==> config.mk <==
export PLATFORM = sky130hd
export DESIGN_NAME = counter_ffffffff_7_segment_led_top
export DESIGN_NICKNAME = d
export VERILOG_FILES = /design/src/rtl/counter_seg7_pkg.sv /design/src/rtl/counter_seg7_clk_div.sv /design/src/rtl/counter_seg7_counter.sv /design/src/rtl/counter_ffffffff_7_segment_led_top.sv
export SDC_FILE = /design/constraint.sdc
export NUM_CORES = 1
export LEC_CHECK = 0
export ABC_AREA = 1
export BUFFER_PORTS_ARGS = -buffer_cell sky130_fd_sc_hd__buf_2
export CAP_MARGIN = 40
export CORE_MARGIN = 10
export CORE_UTILIZATION = 45
export DETAILED_ROUTE_END_ITERATION = 16
export HOLD_SLACK_MARGIN = 0.08
export PLACE_DENSITY = 0.71
export SLEW_MARGIN = 10
export SYNTH_ARGS = -nofsm -noshare
export SYNTH_HDL_FRONTEND = slang
export SYNTH_HIERARCHICAL = 1
export SYNTH_SLANG_ARGS = --single-unit
export TNS_END_PERCENT = 100
==> constraint.sdc <==
create_clock -name Clock -period 4 [get_ports Clock]
set_input_delay 0.4 -clock Clock [delete_from_list [all_inputs] [get_ports Clock]]
set_output_delay 0.4 -clock Clock [all_outputs]
set_load 0.01 [all_outputs]
==> src/rtl/counter_seg7_pkg.sv <==
// rtl/counter_seg7_pkg.sv - shared constants and hex-to-segment table for the counter display
package counter_seg7_pkg;

  localparam int          CLK_HZ     = 100_000_000;
  localparam int          TICK_HZ    = 1;
  localparam int          SCAN_HZ    = 1000;
  localparam logic [31:0] LOAD_VALUE = 32'hFFFF_FFFF;
  localparam int          NUM_DIGITS = 8;

  // Bit 6 is CA, bit 0 is CG; a 0 lights the segment.
  function automatic logic [6:0] hex_to_seg(input logic [3:0] nibble);
    logic [6:0] seg;
    seg = 7'b111_1111;
    case (nibble)
      4'h0: seg = 7'b000_0001;
      4'h1: seg = 7'b100_1111;
      4'h2: seg = 7'b001_0010;
      4'h3: seg = 7'b000_0110;
      4'h4: seg = 7'b100_1100;
      4'h5: seg = 7'b010_0100;
      4'h6: seg = 7'b010_0000;
      4'h7: seg = 7'b000_1111;
      4'h8: seg = 7'b000_0000;
      4'h9: seg = 7'b000_0100;
      4'hA: seg = 7'b000_1000;
      4'hB: seg = 7'b110_0000;
      4'hC: seg = 7'b011_0001;
      4'hD: seg = 7'b100_0010;
      4'hE: seg = 7'b011_0000;
      4'hF: seg = 7'b011_1000;
    endcase
    return seg;
  endfunction

endpackage

==> src/rtl/counter_seg7_clk_div.sv <==
// rtl/counter_seg7_clk_div.sv - divides the board clock to a 50% Clock_1Hz and a one-cycle tick
module counter_seg7_clk_div #(
  parameter int CLK_HZ  = counter_seg7_pkg::CLK_HZ,
  parameter int TICK_HZ = counter_seg7_pkg::TICK_HZ
) (
  input  logic Clock,
  input  logic Clear_n,
  output logic Clock_1Hz,
  output logic tick
);

  localparam int HALF   = CLK_HZ / (2 * TICK_HZ);
  localparam int DIV_CW = (HALF > 1) ? $clog2(HALF) : 1;

  logic [DIV_CW-1:0] div;
  logic              clk_1hz_prev;

  always_ff @(posedge Clock) begin
    if (!Clear_n) begin
      div          <= '0;
      Clock_1Hz    <= 1'b0;
      clk_1hz_prev <= 1'b0;
    end else begin
      clk_1hz_prev <= Clock_1Hz;
      if (div == DIV_CW'(HALF - 1)) begin
        div       <= '0;
        Clock_1Hz <= ~Clock_1Hz;
      end else begin
        div <= div + DIV_CW'(1);
      end
    end
  end

  // Clock_1Hz is sampled as data only; its rising edge becomes a clock enable.
  assign tick = Clock_1Hz & ~clk_1hz_prev;

endmodule

==> src/rtl/counter_seg7_counter.sv <==
// rtl/counter_seg7_counter.sv - 32-bit up/down loadable counter stepped by the divider tick
module counter_seg7_counter #(
  parameter logic [31:0] LOAD_VALUE = counter_seg7_pkg::LOAD_VALUE
) (
  input  logic        Clock,
  input  logic        Clear_n,
  input  logic        Load,
  input  logic        tick,
  input  logic        Enable,
  input  logic        Up_down,
  output logic [31:0] Count
);

  wire [31:0] Data = LOAD_VALUE;

  // Load is tested before Enable/Up_down so unknowns on those cannot reach Count.
  always_ff @(posedge Clock) begin
    if (!Clear_n) begin
      Count <= 32'h0000_0000;
    end else if (Load) begin
      Count <= Data;
    end else if (tick && Enable) begin
      if (Up_down) Count <= Count + 32'd1;
      else         Count <= Count - 32'd1;
    end
  end

endmodule

==> src/rtl/counter_ffffffff_7_segment_led_top.sv <==
// rtl/counter_ffffffff_7_segment_led_top.sv - board top: hex counter with 8-digit multiplexed LED display
module counter_ffffffff_7_segment_led_top #(
  parameter int          CLK_HZ     = counter_seg7_pkg::CLK_HZ,
  parameter int          TICK_HZ    = counter_seg7_pkg::TICK_HZ,
  parameter int          SCAN_HZ    = counter_seg7_pkg::SCAN_HZ,
  parameter logic [31:0] LOAD_VALUE = counter_seg7_pkg::LOAD_VALUE
) (
  output logic AN7,
  output logic AN6,
  output logic AN5,
  output logic AN4,
  output logic AN3,
  output logic AN2,
  output logic AN1,
  output logic AN0,
  output logic CA,
  output logic CB,
  output logic CC,
  output logic CD,
  output logic CE,
  output logic CF,
  output logic CG,
  output logic DP,
  input  logic Enable,
  input  logic Up_down,
  input  logic Load,
  input  logic Clear_n,
  input  logic Clock
);

  import counter_seg7_pkg::*;

  localparam int SCAN_DIV = CLK_HZ / SCAN_HZ;
  localparam int SCAN_CW  = (SCAN_DIV > 1) ? $clog2(SCAN_DIV) : 1;

  logic                  Clock_1Hz;
  logic                  tick;
  logic [31:0]           Count;
  logic [SCAN_CW-1:0]    scan_cnt;
  logic [2:0]            digit_idx;
  logic [NUM_DIGITS-1:0] an_q;
  logic [6:0]            seg_q;

  counter_seg7_clk_div #(
    .CLK_HZ  (CLK_HZ),
    .TICK_HZ (TICK_HZ)
  ) clk_div_100MHz_to_1Hz_DUT (
    .Clock     (Clock),
    .Clear_n   (Clear_n),
    .Clock_1Hz (Clock_1Hz),
    .tick      (tick)
  );

  counter_seg7_counter #(
    .LOAD_VALUE (LOAD_VALUE)
  ) counter_DUT (
    .Clock   (Clock),
    .Clear_n (Clear_n),
    .Load    (Load),
    .tick    (tick),
    .Enable  (Enable),
    .Up_down (Up_down),
    .Count   (Count)
  );

  always_ff @(posedge Clock) begin
    if (!Clear_n) begin
      scan_cnt  <= '0;
      digit_idx <= 3'd0;
    end else if (scan_cnt == SCAN_CW'(SCAN_DIV - 1)) begin
      scan_cnt  <= '0;
      digit_idx <= digit_idx + 3'd1;
    end else begin
      scan_cnt <= scan_cnt + SCAN_CW'(1);
    end
  end

  // Anode and cathodes share one register stage so a digit never shows its neighbour's pattern.
  always_ff @(posedge Clock) begin
    if (!Clear_n) begin
      an_q  <= '1;
      seg_q <= 7'b111_1111;
    end else begin
      an_q  <= ~(NUM_DIGITS'(1) << digit_idx);
      seg_q <= hex_to_seg(Count[{digit_idx, 2'b00} +: 4]);
    end
  end

  assign {AN7, AN6, AN5, AN4, AN3, AN2, AN1, AN0} = an_q;
  assign {CA, CB, CC, CD, CE, CF, CG}             = seg_q;
  assign DP                                       = 1'b1;

endmodule

==> flow_metrics.env <==
export IMPL_status="completed"
export IMPL_hold_path_class="input pin to flip-flop"
export IMPL_portBuffers=19
export IMPL_slew_violations=0
export IMPL_cts_clk_slew_worst_paths_ns=0.07
export IMPL_worstMarginPinSlew_ns=0.751
export IMPL_period_needed_ns=2.28
export IMPL_clk_path_buf_depth=2
export IMPL_place_hpwl_um=13700
export IMPL_crit_type="flip-flop to flip-flop"
export IMPL_ys_types=42
export IMPL_gp_congestion=0.907
export IMPL_syn_to_final_growth_pct=8.27
export IMPL_setup_viol=0
export IMPL_die_area_mm2=0.0217
export IMPL_hold_buffers=0
export IMPL_dp_cells=1426
export IMPL_grt_pass1_vias=6497
export IMPL_post_cts_resized=0
export IMPL_rsz0062_at_grt="no"
export IMPL_io_pins=21
export IMPL_synth_seq_area_share=0.261
export IMPL_p_leak_nw=4.09
export IMPL_drt_iter0_drc=459
export IMPL_die_width_um=147
export IMPL_grt_pass1_wl_um=30300
export IMPL_worstPathRequired_ns=4.23
export IMPL_ys_seq_elements=95
export IMPL_start_util=0.458
export IMPL_core_region_area_mm2=0.0159
export IMPL_period_share=0.570
export IMPL_std_cell_rows=46
export IMPL_clkSinkCount=95
export IMPL_avgSynthCellArea_um2=6.04
export IMPL_root_buffer="clkbuf_16"
export IMPL_firstDrtPassIters=5
export IMPL_antenna_found_initial=0
export IMPL_ant_nets=0
export IMPL_fin_cells=1442
export IMPL_finalWirelength_um=17700
export IMPL_n_antenna_cell=0
export IMPL_via_count=6954
export IMPL_htreeDepth=3
export IMPL_post_drt_via_cell_ratio=4.82
export IMPL_nets=1271
export IMPL_crit_arrival_ns=2.52
export IMPL_post_route_util=0.496
export IMPL_syn_nets=1256
export IMPL_worstSetupStartpointType="flip-flop"
export IMPL_crit_fanout=20
export IMPL_clock_fmax_mhz=438
export IMPL_syn_instance_count=1206
export IMPL_maxSlewHeadroom=0.499
export IMPL_die_h_um=147
export IMPL_end_kind="flip-flop"
export IMPL_powerDensity_mw_per_mm2=305
export IMPL_syn_cell_area_mm2=0.00728
export IMPL_grt_max_degree=50
export IMPL_post_cts_repair_setup_buffers=0
export IMPL_cts_tree="done"
export IMPL_wire_per_inst_um=12.3
export IMPL_clk_latency_ns=0.36
export IMPL_drive_above_1_share=0.0791
export IMPL_drc=0
export IMPL_async_reset_ff_frac=0
export IMPL_numCtsBuffers=9
export IMPL_tns_ns=0
export IMPL_grt_remaining_overflow=0
export IMPL_skew_ns=0.0107
export IMPL_yosys_warnings=6
export IMPL_synth_enable_flop_cells=0
export IMPL_hold_viol_final=0
export IMPL_synthFlopType="dfxtp_1"
export IMPL_irDropWorstVdd_mv=0.214
export IMPL_grt_use_total=0.166
export IMPL_max_cap_violations=0
[stage by stage]
| stage | worst slack (ns) | total power, mW | hold WS, ns | cell area [um2] |
|---|---|---|---|---|
| 2_1_floorplan | 1.72 | 1.41 | 0.417 | 7280 |
| 3_3_place_gp | 1.52 | 1.53 | 0.432 | 7530 |
| 3_5_place_dp | 1.48 | 1.54 | 0.441 | 7580 |
| 4_1_cts | 1.71 | 2.43 | 0.345 | 7880 |
| 5_1_grt | 1.40 | 2.55 | 0.356 | 7880 |
| 6_report | 1.72 | 2.41 | 0.354 | 7880 |
[worst paths after layout]
| check | startpoint | endpoint | slack [ns] | depth (start not counted) |
|---|---|---|---|---|
| max reg2reg | digit_idx[0] | seg_q[0] | 1.72 | 12 |
| max | digit_idx[0] | seg_q[0] | 1.72 | 12 |
| min reg2reg | clk_div_100MHz_to_1Hz_DUT/div[0] | clk_div_100MHz_to_1Hz_DUT/div[0] | 0.45 | 1 |
| min | Clear_n | clk_div_100MHz_to_1Hz_DUT/clk_1hz_prev | 0.35 | 3 |
[Yosys cell counts, types with 2 or more instances]
| cell type | instances | area [um2] |
|---|---|---|
| o21ai_0 | 32 | 160 |
| xnor2_1 | 6 | 52.6 |
| and2_1 | 4 | 25.0 |
| nor2_4 | 5 | 56.3 |
| buf_6 | 5 | 56.3 |
| inv_1 | 244 | 916 |
| nor2_2 | 13 | 81.3 |
| nand4_1 | 11 | 68.8 |
| nand3_1 | 113 | 566 |
| o21bai_1 | 11 | 82.6 |
| nor3_1 | 6 | 30.0 |
| clkbuf_1 | 8 | 30.0 |
| nor3b_1 | 2 | 15.0 |
| dfxtp_1 | 95 | 1900 |
| xor2_1 | 22 | 193 |
| o221ai_1 | 4 | 35.0 |
| ha_1 | 44 | 551 |
| nand3b_1 | 2 | 15.0 |
| nand2_2 | 21 | 131 |
| buf_4 | 3 | 22.5 |
| nand3_2 | 4 | 40.0 |
| nor3_4 | 2 | 32.5 |
| inv_2 | 3 | 11.3 |
| buf_2 | 2 | 10.0 |
| nand2_4 | 3 | 33.8 |
| nand2_1 | 373 | 1400 |
| a21oi_1 | 42 | 210 |
| nor2_1 | 109 | 409 |
| or2_2 | 4 | 25.0 |
[metal layers]
metal | track usage | routed length (um)
met3 | 0.0295 | 662
met4 | 0.0600 | 436
met2 | 0.282 | 8290
met1 | 0.204 | 8290
met5 | 0 | 0
[critical path: stages (launching register included)]
cell	delay (ns)
dfxtp_1	0.81
inv_4	0.22
nand2_1	0.12
nand2_1	0.05
nand2_1	0.05
nand3_1	0.08
nand2_1	0.19
inv_1	0.11
ha_1	0.20
nand3_1	0.13
nand2_1	0.07
nand2_1	0.05
nand3_1	0.06
[placed cells by master (no fill, tap or decap), drive strengths merged, types with 2 or more instances in the layout]
| cell type | count |
|---|---|
| o21bai | 12 |
| clkbuf | 10 |
| o221ai | 4 |
| xor2 | 22 |
| nand3 | 117 |
| a21oi | 43 |
| o21ai | 33 |
| buf | 23 |
| dfxtp | 95 |
| nand4 | 11 |
| nand3b | 3 |
| or2 | 5 |
| nor3 | 8 |
| nor3b | 2 |
| nand2 | 397 |
| and2 | 4 |
| nor2 | 127 |
| xnor2 | 6 |
| clkinv | 2 |
| inv | 250 |
| ha | 44 |
[power by group]
part | switching, mW | internal (mW)
clock | 0.393 | 0.490
combinational | 0.336 | 0.174
sequential | 0.0329 | 0.981
total | 0.761 | 1.65
[kinds of logic after synthesis]
family / synth area share
xor gates and xnor gates: 0.0337
buffers and inverters: 0.145
adders and majority gates: 0.0784
and+or+nand+nor: 0.406
other: 0.000515
AOI/OAI and AO/OA: 0.0748
DFF: 0.261
[layout make-up]
type / instances / area, um2
clock inverter: 6 / 68.8
fill: 1664 / 8010
inverter: 248 / 933
sequential: 95 / 1900
timing repair buffer: 23 / 158
clock buffer: 10 / 229
multi-input combinational: 844 / 4320
tap: 216 / 270
[flip-flops by register name, summed over array words and instances, names as in the netlist]
name,flops
counter_DUT/Count,32
clk_div_100MHz_to_1Hz_DUT/div,26
scan_cnt,17
an_q,8
seg_q,7
digit_idx,3
clk_div_100MHz_to_1Hz_DUT/Clock_1Hz,1
clk_div_100MHz_to_1Hz_DUT/clk_1hz_prev,1
No activity file was read; power rests on OpenSTA's default activity.
